### src/rtl/key_debounce_pkg.sv
// Shared constants for the key debouncer: lane count, console key bit order
// and per-lane debounce counter width.
package key_debounce_pkg;

   localparam int KD_NUM_KEYS = 8;
   localparam int KD_CNT_W    = 8;

   // Bit positions match the console key_input register layout
   localparam int KEY_A     = 0;
   localparam int KEY_B     = 1;
   localparam int KEY_C     = 2;
   localparam int KEY_UP    = 3;
   localparam int KEY_DOWN  = 4;
   localparam int KEY_LEFT  = 5;
   localparam int KEY_RIGHT = 6;
   localparam int KEY_POWER = 7;

   typedef logic [KD_CNT_W-1:0] kd_cnt_t;

   function automatic kd_cnt_t kd_last_cnt(input int ticks);
      return kd_cnt_t'(ticks - 1);
   endfunction

endpackage

### src/rtl/key_debounce_lane.sv
// One key lane: two-flop synchroniser, tick-driven agreement counter,
// accepted level and single-cycle press/release pulses.
module key_debounce_lane
   import key_debounce_pkg::*;
#(
   parameter int DEBOUNCE_TICKS = 8
) (
   input  logic i_clk,
   input  logic i_rst_n,
   input  logic i_eval,
   input  logic i_raw,
   output logic o_active,
   output logic o_press,
   output logic o_rel
);

   localparam kd_cnt_t CNT_LAST = kd_last_cnt(DEBOUNCE_TICKS);

   logic    r_s1;
   logic    r_s2;
   logic    r_st;
   logic    r_press;
   logic    r_rel;
   kd_cnt_t r_cnt;

   always_ff @(posedge i_clk or negedge i_rst_n) begin
      if (!i_rst_n) begin
         r_s1 <= 1'b0;
         r_s2 <= 1'b0;
      end else begin
         r_s1 <= i_raw;
         r_s2 <= r_s1;
      end
   end

   // Any agreeing tick restarts the count, so only an unbroken run of
   // DEBOUNCE_TICKS disagreeing samples flips the accepted level.
   always_ff @(posedge i_clk or negedge i_rst_n) begin
      if (!i_rst_n) begin
         r_st    <= 1'b0;
         r_cnt   <= '0;
         r_press <= 1'b0;
         r_rel   <= 1'b0;
      end else begin
         r_press <= 1'b0;
         r_rel   <= 1'b0;
         if (i_eval) begin
            if (r_s2 == r_st) begin
               r_cnt <= '0;
            end else if (r_cnt == CNT_LAST) begin
               r_st    <= r_s2;
               r_cnt   <= '0;
               r_press <= r_s2;
               r_rel   <= ~r_s2;
            end else begin
               r_cnt <= r_cnt + kd_cnt_t'(1);
            end
         end
      end
   end

   assign o_active = r_st;
   assign o_press  = r_press;
   assign o_rel    = r_rel;

endmodule

### src/rtl/key_debounce.sv
// Raw button vector conditioner: shared sample-tick prescaler feeding one
// debounce lane per key.
module key_debounce
   import key_debounce_pkg::*;
#(
   parameter int PRESCALE       = 256,
   parameter int DEBOUNCE_TICKS = 8,
   parameter int NUM_KEYS       = KD_NUM_KEYS
) (
   input  logic                clk,
   input  logic                reset,
   input  logic                ce,
   input  logic [NUM_KEYS-1:0] keys_raw,
   output logic [NUM_KEYS-1:0] keys_active,
   output logic [NUM_KEYS-1:0] key_press,
   output logic [NUM_KEYS-1:0] key_release,
   output logic                sample_tick
);

   localparam logic [15:0] PCNT_LAST = 16'(PRESCALE - 1);

   logic [15:0] r_pcnt;
   logic        r_tick;
   logic        w_eval;

   always_ff @(posedge clk or negedge reset) begin
      if (!reset) begin
         r_pcnt <= '0;
         r_tick <= 1'b0;
      end else begin
         r_tick <= 1'b0;
         if (ce) begin
            if (r_pcnt == PCNT_LAST) begin
               r_pcnt <= '0;
               r_tick <= 1'b1;
            end else begin
               r_pcnt <= r_pcnt + 16'd1;
            end
         end
      end
   end

   // A tick that lands while ce is low must not advance the lane counters
   assign w_eval      = r_tick & ce;
   assign sample_tick = r_tick;

   for (genvar g = 0; g < NUM_KEYS; g++) begin : g_lane
      key_debounce_lane #(
         .DEBOUNCE_TICKS(DEBOUNCE_TICKS)
      ) u_lane (
         .i_clk   (clk),
         .i_rst_n (reset),
         .i_eval  (w_eval),
         .i_raw   (keys_raw[g]),
         .o_active(keys_active[g]),
         .o_press (key_press[g]),
         .o_rel   (key_release[g])
      );
   end

endmodule

### config.mk
export PLATFORM = sky130hd
export DESIGN_NAME = key_debounce
export DESIGN_NICKNAME = d
export VERILOG_FILES = /design/src/rtl/key_debounce_pkg.sv /design/src/rtl/key_debounce_lane.sv /design/src/rtl/key_debounce.sv
export SDC_FILE = /design/constraint.sdc
export NUM_CORES = 1
export LEC_CHECK = 0
export BUFFER_PORTS_ARGS = -buffer_cell sky130_fd_sc_hd__buf_4
export CAP_MARGIN = 20
export CORE_MARGIN = 2
export CORE_UTILIZATION = 32
export DETAILED_ROUTE_END_ITERATION = 12
export PLACE_DENSITY = 0.47
export SYNTH_ARGS = -nofsm -noshare
export SYNTH_HDL_FRONTEND = slang
export SYNTH_HIERARCHICAL = 1
export SYNTH_SLANG_ARGS = --single-unit
### constraint.sdc
create_clock -name clk -period 1.55 [get_ports clk]
set_input_delay 0.2325 -clock clk [delete_from_list [all_inputs] [get_ports clk]]
set_output_delay 0.2325 -clock clk [all_outputs]
set_load 0.03 [all_outputs]
# Yosys cells after proc, flatten, opt, wreduce, memory -nomap -nowiden
# Index checks and enable logic that the tools add are counted.
word_totals:
  output_inout_bits: 25
  ramBits: 0
  romBits: 0
  inputBits: 11
  ff_bits: 121
  elab_cells: 168
  latch_bits: 0
  mem_count: 0
classes:
  n_eq_ne: 17
  n_addsub: 9
  magnitude_cmp: 0
  n_reduce_logical: 8
  n_mul: 0
  shifts: 0
  bitwise: 17
  n_div: 0
  muxes: 67
ops:
  columns: ["op", "n"]
  rows:
  - ["$mux 8", 16]
  - ["$add 8x1->8 const B", 8]
  - ["$eq 8x3->1 const B", 8]
  - ["$mux 1", 50]
  - ["$reduce_and 3->1", 8]
  - ["$add 16x1->16 const B", 1]
  - ["$eq 16x8->1 const B", 1]
  - ["$mux 16", 1]
  - ["$not 1->1", 16]
  - ["$eq 1x1->1", 8]
  - ["$and 1x1->1", 1]

# Logic depth before layout (Yosys ltp)
logic_depth:
  word_depth: 4
  depth_mapped: 6

# Modules after synthesis
# Netlist, hierarchy kept.
modules_own_cells:
  columns: ["module", "seq_area_each_um2", "instances", "cells_each", "area_per_inst_um2"]
  rows:
  - ["key_debounce_lane", 325.3, 8, 54, 624.3]
  - ["key_debounce", 425.4, 1, 75, 793.3]

# Worst setup path after synthesis
# OpenSTA, ideal clock, no wires.
synth_timing:
  kind: "register to register"
  startpoint: "register r_tick (netlist: sample_tick)"
  endpoint: "register g_lane[0].u_lane.r_cnt[1]"
  path_stages_with_launch: 5
  path_slack_ns: -0.222
  arrival_ns: 1.689
  synth_period_minus_slack_ns: 1.772
  cell_sequence: "dfrtp_1 and2_1 nand2_1 or2_1 o22ai_1"
synth_between:
  elab_chain_cells: 1
synth_rtl:
  columns: ["item", "line", "source"]
  rows:
  - ["start: declaration", "key_debounce.sv:23", "logic r_tick;"]
  - ["start signal: assignment", "key_debounce.sv:29", "r_tick <= 1'b0;"]
  - ["start signal: assignment", "key_debounce.sv:31", "r_tick <= 1'b0;"]
  - ["start signal: assignment", "key_debounce.sv:35", "r_tick <= 1'b1;"]
  - ["$and 1x1->1", "key_debounce.sv:44", "assign w_eval = r_tick & ce;"]
  - ["via w_eval", "key_debounce.sv:24", "logic w_eval;"]
  - ["end signal: assignment", "key_debounce_lane.sv:56", "r_cnt <= r_cnt + kd_cnt_t'(1);"]
  - ["end: declaration", "key_debounce_lane.sv:24", "kd_cnt_t r_cnt;"]
# The timed path passes the listed nets, and every way through them passes these cells.
# A chain may end at the register's enable or synchronous reset.

# Worst setup path in the final report
layout_timing:
  startpoint: "register g_lane[7].u_lane.r_cnt[4]"
  endpoint: "register g_lane[7].u_lane.r_st"
layout_between:
  elab_chain_cells: 2
layout_rtl:
  columns: ["item", "line", "source"]
  rows:
  - ["start: declaration", "key_debounce_lane.sv:24", null]
  - ["start signal: assignment", "key_debounce_lane.sv:56", null]
  - ["$eq 8x3->1", "key_debounce_lane.sv:50", "end else if (r_cnt == CNT_LAST) begin"]
  - ["$reduce_and 3->1 (no line)", null, null]
  - ["end signal: assignment", "key_debounce_lane.sv:51", "r_st <= r_s2;"]
  - ["end: declaration", "key_debounce_lane.sv:21", "logic r_st;"]
# No other way between the ends.

==> flow_metrics.tcl <==
set metrics [dict create \
    rsz0062_at_grt "true" \
    setup_slack_ns 0.04775 \
    clockRootBuffer "clkbuf_16" \
    critPathArrivalTime_ns 1.79 \
    design.core.area_um2 17840 \
    seq_area_frac_synth 0.5231 \
    synth_warnings 6 \
    period_share 0.9692 \
    max_stage_delay_ns 0.38 \
    cts_max_level 4 \
    via_count 4022 \
    remaining_drc_errors 0 \
    initial_core_util 0.3244 \
    p_leak_nw 3.534 \
    antenna_found_initial 0 \
    outcome "completed" \
    synth.top_cell.area_share 0.5231 \
    cts_buffers 17 \
    final.setup.tns_ns 0 \
    wirelength_um 10950 \
    dieArea_um2 19180 \
    clk_latency_ns 0.41 \
    final_antenna_net_count 0 \
    clk_pin_slew_worst_paths_ns 0.05 \
    synth_area_per_cell_um2 11.42 \
    max_cap_viol_count 0 \
    cts_tree "done" \
    setup.worst_path.start_class "register" \
    ir_drop_mv 0.7512 \
    power.density_nw_per_um2 1033 \
    endpoint_kind "register" \
    synth_area_leader_cell "dfrtp_1" \
    worstPathCellList "nor4_1 -> and4_2 -> nand2_4 -> mux2_4" \
    required_ns 1.84 \
    grt_first_pass_wirelength_um 19420 \
    wl_per_cell_um 13.01 \
    cts_sinks 121 \
    drt_iter0_drc 240 \
    netlist_top_cells_area "dfrtp_1, nor3b_1, xnor2_1, buf_6, o21a_1" \
    syn_nets 527 \
    grt.overflow.total 0 \
    std_cell_rows 49 \
    grt_max_degree 44 \
    area.growth.synth_to_final_pct 27.35 \
    worst_pin_slew_ns 0.3702 \
    finalCriticalPeriod_ns 1.502 \
    crit_fanout 6 \
    grt_pass1_vias 4244 \
    dp_cells 798 \
    syn_inst 507 \
    slew_violations 0 \
    synth.distinct_cells 30 \
    gp_congestion 0.7930 \
    grtUsageTotal 0.1231 \
    die_x_um 138.5 \
    place_ws_ns -0.03130 \
    antenna_cells 0 \
    setup_viol 0 \
    hold_path.class "input pin to register" \
    stdcell_count 842 \
    cts_buffer_depth 2 \
    num-nets-final 620 \
    max-slew-margin-rel 0.7532 \
    critical_path_class "register to register" \
    port_buffers 35 \
    fillers 1710 \
    ios 36 \
    finClkSkew_ns 0.006229 \
    dr.pass1.iters 4 \
    hold_viol_final 0 \
    viasPerCell 4.777 \
    crit_path_top_delay_cell "dfrtp_1" \
    die_h_um 138.5 \
    ys_ff_latch 121 \
    max_clock_freq_mhz 665.7 \
    netlist_area_um2 5788 \
    postLayoutCoreUtil 0.4131 \
    layout-drive-gt1-share 0.2577 \
    dpl.hpwl_um 7398 \
]
==> sequential cells by signal (all words and copies together), names as in the netlist <==
signal                  count
g_lane.u_lane/r_cnt        64
r_pcnt                     16
g_lane.u_lane/o_active      8
g_lane.u_lane/o_press       8
g_lane.u_lane/o_rel         8
g_lane.u_lane/r_s1          8
g_lane.u_lane/r_s2          8
sample_tick                 1
==> worst paths after layout <==
kind	from	endpoint	slack [ns]	cells after the start
setup reg to reg	g_lane[7].u_lane/r_cnt[4]$_DFFE_PN0P_	g_lane[7].u_lane/o_active$_DFFE_PN0P_	0.05	4
hold reg to reg	g_lane[2].u_lane/r_s1$_DFF_PN0_	g_lane[2].u_lane/r_s2$_DFF_PN0_	0.35	0
setup / recovery	g_lane[7].u_lane/r_cnt[4]$_DFFE_PN0P_	g_lane[7].u_lane/o_active$_DFFE_PN0P_	0.05	4
min in group asynchronous	reset	g_lane[4].u_lane/r_cnt[2]$_DFFE_PN0P_	0.29	2
max in group asynchronous	reset	g_lane[0].u_lane/r_cnt[4]$_DFFE_PN0P_	0.69	3
hold / removal	ce	r_pcnt[0]$_DFFE_PN0P_	0.08	2
==> worst max-delay path, delay by kind of cell, from the launching register on <==
family,cells,cell delay [ns]
muxes,1,0.29
DFF,1,0.38
and+or+nand+nor,3,0.72
==> cell usage after synthesis, drive strengths merged <==
| cell | instances |
|---|---|
| o21ai | 1 |
| o22a | 8 |
| nor3 | 11 |
| nand3 | 27 |
| o21a | 24 |
| xnor2 | 23 |
| and2 | 9 |
| a21oi | 1 |
| and3 | 19 |
| inv | 33 |
| nand4 | 13 |
| or2 | 9 |
| mux2 | 8 |
| ha | 9 |
| nor3b | 40 |
| nor2 | 8 |
| nor4 | 10 |
| buf | 18 |
| and4 | 8 |
| o311ai | 1 |
| dfrtp | 121 |
| mux2i | 17 |
| xor2 | 15 |
| o22ai | 24 |
| nand2 | 34 |
| o211ai | 16 |
==> layout by cell type, fill, tap and decap left out, types with 9 or more instances in the layout <==
cell / n
mux2i_1: 17
inv_1: 33
o22ai_1: 24
nor3b_1: 39
clkbuf_16: 18
o211ai_1: 16
dlygate4sd3_1: 9
nor3_1: 10
xor2_1: 15
dfrtp_1: 121
nand4_1: 12
o21a_1: 24
and3_1: 19
xnor2_1: 23
nand2_1: 19
nand3_1: 27
buf_4: 77
==> cell families (layout without fill, tap and decap cells) <==
| kind of cell | after synthesis | count (layout) | synth area share |
|---|---|---|---|
| flops | 121 | 121 | 0.5231 |
| xor+xnor | 38 | 38 | 0.05750 |
| buf+inv | 51 | 157 | 0.05534 |
| fa+ha+maj | 9 | 9 | 0.01946 |
| simple gates | 188 | 188 | 0.2013 |
| mux | 25 | 25 | 0.05015 |
| compound gates | 75 | 75 | 0.09317 |
==> power breakdown <==
| part | internal, mW | switching [mW] | total [mW] | leakage [nW] |
|---|---|---|---|---|
| combinational | 0.131 | 0.145 | 0.276 | 1.72 |
| clock | 2.61 | 1.35 | 3.97 | 0.299 |
| sequential | 3.26 | 0.115 | 3.37 | 1.52 |
==> stage by stage <==
| stage | power (mW) | hold WS [ns] | instance area, µm² |
|---|---|---|---|
| after CTS | 7.753 | 0.06935 | 7249 |
| after global placement | 3.682 | 0.1830 | 6544 |
| after global routing | 7.962 | 0.09186 | 7371 |
| after floorplan | 3.536 | -0.06309 | 5789 |
| final | 7.615 | 0.08475 | 7371 |
| after detailed placement | 3.691 | 0.1838 | 6544 |
==> routing by layer <==
| layer | routed length [µm] | GRT usage | vias up |
|---|---|---|---|
| met5 | 0 | 0 | - |
| met4 | 191 | 0.05854 | 0 |
| met3 | 344 | 0.03498 | 13 |
| met2 | 5240 | 0.1985 | 48 |
| met1 | 5177 | 0.1530 | 1949 |
| li1 | - | - | 2012 |
==> area by class of cell <==
cell class	instances	area [µm²]	share of cell area
Multi-Input combinational cell	335	2536	0.3441
Clock inverter	7	87.58	0.01188
Inverter	33	123.9	0.01681
Timing Repair Buffer	92	793.3	0.1076
Tap cell	229	286.5	0.03887
Clock buffer	25	515.5	0.06994
Sequential cell	121	3028	0.4108
==> what timing repair did <==
item	4_1_cts	5_1_grt
hold buffers	9	0
setup buffers	0	2
setup endpoints to repair	8	64
pin swaps	0	1
cloned	0	1
hold endpoints to repair	28	0
gates resized for setup	5	25
(Power assumes the default switching activity.)
